**config.mk**
```make
export PLATFORM = sky130hd
export DESIGN_NAME = store_port_arbiter
export DESIGN_NICKNAME = d
export VERILOG_FILES = /design/src/rtl/store_port_arbiter.sv
export SDC_FILE = /design/constraint.sdc
export NUM_CORES = 1
export LEC_CHECK = 0
export ABC_AREA = 0
export CAP_MARGIN = 5
export CORE_AREA = 4 4 153 155
export CTS_CLUSTER_DIAMETER = 60
export CTS_CLUSTER_SIZE = 10
export DETAILED_ROUTE_END_ITERATION = 10
export DIE_AREA = 0 0 157 159
export PLACE_DENSITY = 0.63
export SLEW_MARGIN = 20
export SYNTH_ARGS = -nofsm -noshare
export SYNTH_HDL_FRONTEND = slang
export SYNTH_SLANG_ARGS = --single-unit
```
**constraint.sdc**
```tcl
create_clock -name clk_i -period 3.5 [get_ports clk_i]
set_clock_uncertainty 0.1 [all_clocks]
set_input_delay 0.525 -clock clk_i [delete_from_list [all_inputs] [get_ports clk_i]]
set_output_delay 0.525 -clock clk_i [all_outputs]
set_load 0.1 [all_outputs]
```
**src/rtl/store_port_arbiter.sv**
```systemverilog
// Round-robin arbiter sharing the single dcache store port between NUM_PORTS requesters.
// One accepted store is held in an output register until the cache grants it.
module store_port_arbiter #(
    parameter int unsigned NUM_PORTS = 2,
    parameter int unsigned ADDR_W    = 56,
    parameter int unsigned DATA_W    = 64,
    parameter int unsigned IDX_W     = $clog2(NUM_PORTS)
) (
    input  logic                          clk_i,
    input  logic                          rst_ni,
    input  logic                          stall_i,
    input  logic [NUM_PORTS-1:0]          req_valid_i,
    input  logic [NUM_PORTS*ADDR_W-1:0]   req_addr_i,
    input  logic [NUM_PORTS*DATA_W-1:0]   req_data_i,
    input  logic [NUM_PORTS*DATA_W/8-1:0] req_be_i,
    input  logic [NUM_PORTS*2-1:0]        req_size_i,
    output logic [NUM_PORTS-1:0]          req_gnt_o,
    output logic                          mem_req_o,
    output logic [ADDR_W-1:0]             mem_addr_o,
    output logic [DATA_W-1:0]             mem_data_o,
    output logic [DATA_W/8-1:0]           mem_be_o,
    output logic [1:0]                    mem_size_o,
    output logic [IDX_W-1:0]              mem_owner_o,
    input  logic                          mem_gnt_i,
    output logic                          idle_o
);

    localparam int unsigned BE_W = DATA_W / 8;

    typedef enum logic [0:0] {StIdle, StReq} state_e;

    state_e            state_q, state_d;
    logic [IDX_W-1:0]  prio_q, prio_d;
    logic [IDX_W-1:0]  winner;
    logic [IDX_W:0]    cand;
    logic              found;
    logic              accept;

    logic [ADDR_W-1:0] addr_q, addr_d;
    logic [DATA_W-1:0] data_q, data_d;
    logic [BE_W-1:0]   be_q, be_d;
    logic [1:0]        size_q, size_d;
    logic [IDX_W-1:0]  owner_q, owner_d;

    // Cyclic search for the first valid requester starting at prio_q.
    always_comb begin
        winner = prio_q;
        found  = 1'b0;
        cand   = '0;
        for (int unsigned i = 0; i < NUM_PORTS; i++) begin
            cand = {1'b0, prio_q} + (IDX_W+1)'(i);
            if (cand >= (IDX_W+1)'(NUM_PORTS)) begin
                cand = cand - (IDX_W+1)'(NUM_PORTS);
            end
            if (!found && req_valid_i[cand[IDX_W-1:0]]) begin
                found  = 1'b1;
                winner = cand[IDX_W-1:0];
            end
        end
    end

    assign accept = !stall_i && found && (state_q == StIdle || mem_gnt_i);

    always_comb begin
        addr_d  = addr_q;
        data_d  = data_q;
        be_d    = be_q;
        size_d  = size_q;
        owner_d = owner_q;
        prio_d  = prio_q;
        if (accept) begin
            for (int unsigned k = 0; k < NUM_PORTS; k++) begin
                if (winner == IDX_W'(k)) begin
                    addr_d = req_addr_i[k*ADDR_W +: ADDR_W];
                    data_d = req_data_i[k*DATA_W +: DATA_W];
                    be_d   = req_be_i[k*BE_W +: BE_W];
                    size_d = req_size_i[k*2 +: 2];
                end
            end
            owner_d = winner;
            prio_d  = (winner == IDX_W'(NUM_PORTS-1)) ? '0 : winner + 1'b1;
        end
    end

    // State register
    always_ff @(posedge clk_i or negedge rst_ni) begin
        if (!rst_ni) begin
            state_q <= StIdle;
            prio_q  <= '0;
            addr_q  <= '0;
            data_q  <= '0;
            be_q    <= '0;
            size_q  <= '0;
            owner_q <= '0;
        end else begin
            state_q <= state_d;
            prio_q  <= prio_d;
            addr_q  <= addr_d;
            data_q  <= data_d;
            be_q    <= be_d;
            size_q  <= size_d;
            owner_q <= owner_d;
        end
    end

    // Next-state logic
    always_comb begin
        state_d = state_q;
        unique case (state_q)
            StIdle: if (accept) state_d = StReq;
            StReq:  if (mem_gnt_i && !accept) state_d = StIdle;
            default: state_d = StIdle;
        endcase
    end

    // Outputs
    always_comb begin
        req_gnt_o = '0;
        for (int unsigned k = 0; k < NUM_PORTS; k++) begin
            req_gnt_o[k] = accept && (winner == IDX_W'(k));
        end
        mem_req_o   = (state_q == StReq);
        mem_addr_o  = addr_q;
        mem_data_o  = data_q;
        mem_be_o    = be_q;
        mem_size_o  = size_q;
        mem_owner_o = owner_q;
        idle_o      = (state_q == StIdle) && !(|req_valid_i);
    end

endmodule

```
==> summary.md <==
| Metric | Value |
|---|---|
| R2R cell count | `4` |
| Tmin final | `2.647 ns` |
| Status | `complete, no violations` |
| Post-DP HPWL | `18.48 mm` |
| Reg-to-Reg End | `mem_data_o[36]` |
| Syn Nets | `891` |
| Gpl congestion | `0.7827` |
| Routed WL per cell | `22.67 um` |
| Fin crit share | `75.64%` |
| Net Sw Frac | `47.12%` |
| Compound-cell area share of the yosys netlist | `20.88%` |
| RSZ-0062 raised after global routing | `no` |
| Critical path startpoint category | `flip-flop` |
| Hold Vio Cnt, Final | `0` |
| Maxcap violations | `0` |
| Setup Viol. Count Final | `0` |
| Placed Area | `0.01055 mm2` |
| CTS clk-pin slew, worst paths | `0.06 ns` |
| Height of the die | `159 um` |
| Initial antenna violation count | `0` |
| Post-Synth Simple-Gate Area | `20.74%` |
| WS Path Type | `reg -> out` |
| Post-synthesis sequential area ratio | `51.61%` |
| Die Wd | `157 um` |
| Worst-Margin Slew | `1.043 ns` |
| CP bufs+invs | `1` |
| Resized cells post-CTS | `0` |
| Hold WS | `0.03965 ns` |
| Clock power frac | `25.9%` |
| Final Max Tran Viols | `0` |
| XOR/XNOR Fraction of Synth Area | `0%` |
| Vias in the first global route | `7,163` |
| Reg-to-reg setup timing slack | `1.31 ns` |
| # IOs | `401` |
| Layout Area Growth over Synthesis | `73.83%` |
| Iteration-0 DRC Markers | `406` |
| Critical Path RT | `2.87 ns` |
| Crit path max-delay family | `buffers and inverters` |
| Fillcell total | `1,985` |
| Post-Route WL | `28.52 mm` |
| Global-route wire length before repair | `43.21 mm` |
| Post-CTS setup buffers | `0` |
| Synth unique cells | `17` |
| Largest net degree at the start of global routing | `132` |
| Most common cell in the synthesized netlist | `dfrtp_1` |
| Gr ovfl total | `0` |
| DRC Markers | `0` |
| Worst hold path type | `in -> async` |
| Achievable Freq | `0.3777 GHz` |
| Nets | `1,231` |
| Cell area after layout | `0.01121 mm2` |
| Cells after synthesis | `625` |
| TritonCTS buffer count | `17` |
| Largest cells by area after synthesis | `dfrtp_1 (52%), a221o_1 (20%), nor4_1 (13%), nand2_1 (7.6%), clkbuf_1 (3.8%)` |
| Post-synthesis mux area share | `0%` |
| Ant. Diodes | `0` |
| Logic pwr share | `48.4%` |
| Share of power burned in registers | `25.7%` |
| Die area | `0.02496 mm2` |
| Starting Density | `29.55%` |
| Area share of fa/ha/maj cells after synthesis | `0%` |
| Crit-path cells | `clkdlybuf4s50_1` |
| Critical path arrival | `2.02 ns` |
| P_leak | `4.486 nW` |
| Fin cells | `1,258` |
| Synth area leader | `dfrtp_1` |
| CTS tree | `yes` |
| Sink Count | `133` |
| Number of flops mapped to enable cells by yosys | `0` |
| Most frequent cells after synthesis | `dfrtp_1 (133), a221o_1 (130), nand2_1 (130), nor4_1 (130), clkbuf_1 (65)` |
| Total GRT Usage | `21.93%` |
| Warnings from Yosys | `0` |
| Crit path largest cell delay | `1.17 ns` |
| Critical Path Fanout Max | `3` |
| Pwr dens | `702.1 mW/mm2` |
| Via Count | `7,033` |
| Register area | `0.003328 mm2` |
| Multi-input gate area | `0.002724 mm2` |
| Post-synth top area share | `51.61%` |
| H-tree depth | `4` |
| Mean post-synth cell area | `10.32 um2` |
| Proportion of layout cells with a drive suffix above 1 | `6.033%` |
| CTS Hold Bufs | `0` |
| Sw power | `0.003708 W` |
| Core area | `0.02182 mm2` |
| Synthesized area | `0.006449 mm2` |
| Crit end category | `primary output` |
| Slowest library cell on the worst path | `clkdlybuf4s50_1` |
| Pre-antenna DRT Iters | `5` |
| Main flop type after synthesis | `dfrtp_1` |
| Synth async-reset ratio | `100.0%` |
| Final ANT Viol Nets | `0` |
| Internal | `0.004162 W` |
| Critical R2R Launch | `mem_req_o` |
| Placed cell count | `1,226` |
| Quantity of I/O buffers inserted on ports | `400` |
| Worst-Skew Late Latency | `0.41 ns` |
| Flops & latches, synth | `133` |
| Vias per inst | `5.591` |
| Slew Limit Headroom | `30.26%` |
| Rows | `54` |
| Largest family of logic cells by synthesized area | `compound AO/OA/AOI/OAI gates` |
| Setup_tns | `0 ns` |
| Max clock buf depth | `2` |
| VDD IR max | `0.3685 mV` |
| Clock root buffer | `clkbuf_16` |
-- metrics by stage --
stage          utilization, %  power [W]  setup slack, ns
2_1_floorplan               -   0.004703           0.1860
3_3_place_gp            48.35   0.005862           0.8989
3_5_place_dp            48.35   0.005867           0.8842
4_1_cts                 51.36   0.007938           0.8189
5_1_grt                 51.36   0.008139           0.7896
6_report                51.36   0.007870           0.8526
-- state kept, by name (all words and copies together), names as in the netlist --
name / cells
mem_req_o: 1
prio_q: 1
mem_addr_o: 56
mem_size_o: 2
mem_data_o: 64
mem_be_o: 8
mem_owner_o: 1
-- power groups by stage --
| stage | registers, W | logic [W] | clock network (W) |
|---|---|---|---|
| 2_1_floorplan | 0.00416 | 0.000539 | 0 |
| 3_3_place_gp | 0.00205 | 0.00381 | 0 |
| 3_5_place_dp | 0.00204 | 0.00383 | 0 |
| 4_1_cts | 0.00202 | 0.00383 | 0.00208 |
| 5_1_grt | 0.00206 | 0.00392 | 0.00216 |
| 6_report | 0.00203 | 0.00381 | 0.00204 |
-- how the worst max path moves through the flow --
stage	start	to	slack, ns	cells after the start
floorplan	mem_req_o	req_gnt_o[1]	0.19	5
global placement	mem_gnt_i	mem_addr_o[8]	0.90	5
detailed placement	mem_gnt_i	mem_addr_o[8]	0.88	5
CTS	mem_req_o	mem_req_o	0.82	1
global route	mem_req_o	mem_req_o	0.79	1
finish	mem_req_o	mem_req_o	0.85	1
-- layer usage --
| metal | routed length (um) | up-vias | part of all wire, % | track usage [%] |
|---|---|---|---|---|
| li1 | - | 3169 | - | - |
| met4 | 928 | 0 | 3.3 | 8.876 |
| met1 | 11490 | 3452 | 40 | 28.17 |
| met3 | 2860 | 50 | 10 | 7.040 |
| met2 | 13240 | 362 | 46 | 34.13 |
| met5 | 0 | - | 0 | 0 |
-- kinds of logic after synthesis --
kind of cell	Yosys count
AO/OA/AOI/OAI	134
flip-flops	133
AND/OR/NAND/NOR	266
buffers and inverters	92
-- cell type report --
| type | count | area share, % |
|---|---|---|
| Tap cell | 280 | 3.125 |
| Timing Repair Buffer | 410 | 36.91 |
| Sequential cell | 133 | 29.69 |
| Clock buffer | 21 | 4.108 |
| Clock inverter | 11 | 1.764 |
| Inverter | 3 | 0.1005 |
| Multi-Input combinational cell | 400 | 24.30 |
-- cell usage in the layout (no fill, tap or decap), types with 2 or more instances in the layout --
master	count
nand2_1	130
inv_1	3
clkdlybuf4s50_1	387
clkbuf_16	17
a221o_1	130
clkbuf_8	2
buf_12	7
clkbuf_1	2
buf_4	15
clkinv_4	3
nor2b_4	2
dfrtp_1	133
a21oi_1	2
bufinv_16	5
nor4_1	130
(Power assumes the default switching activity.)
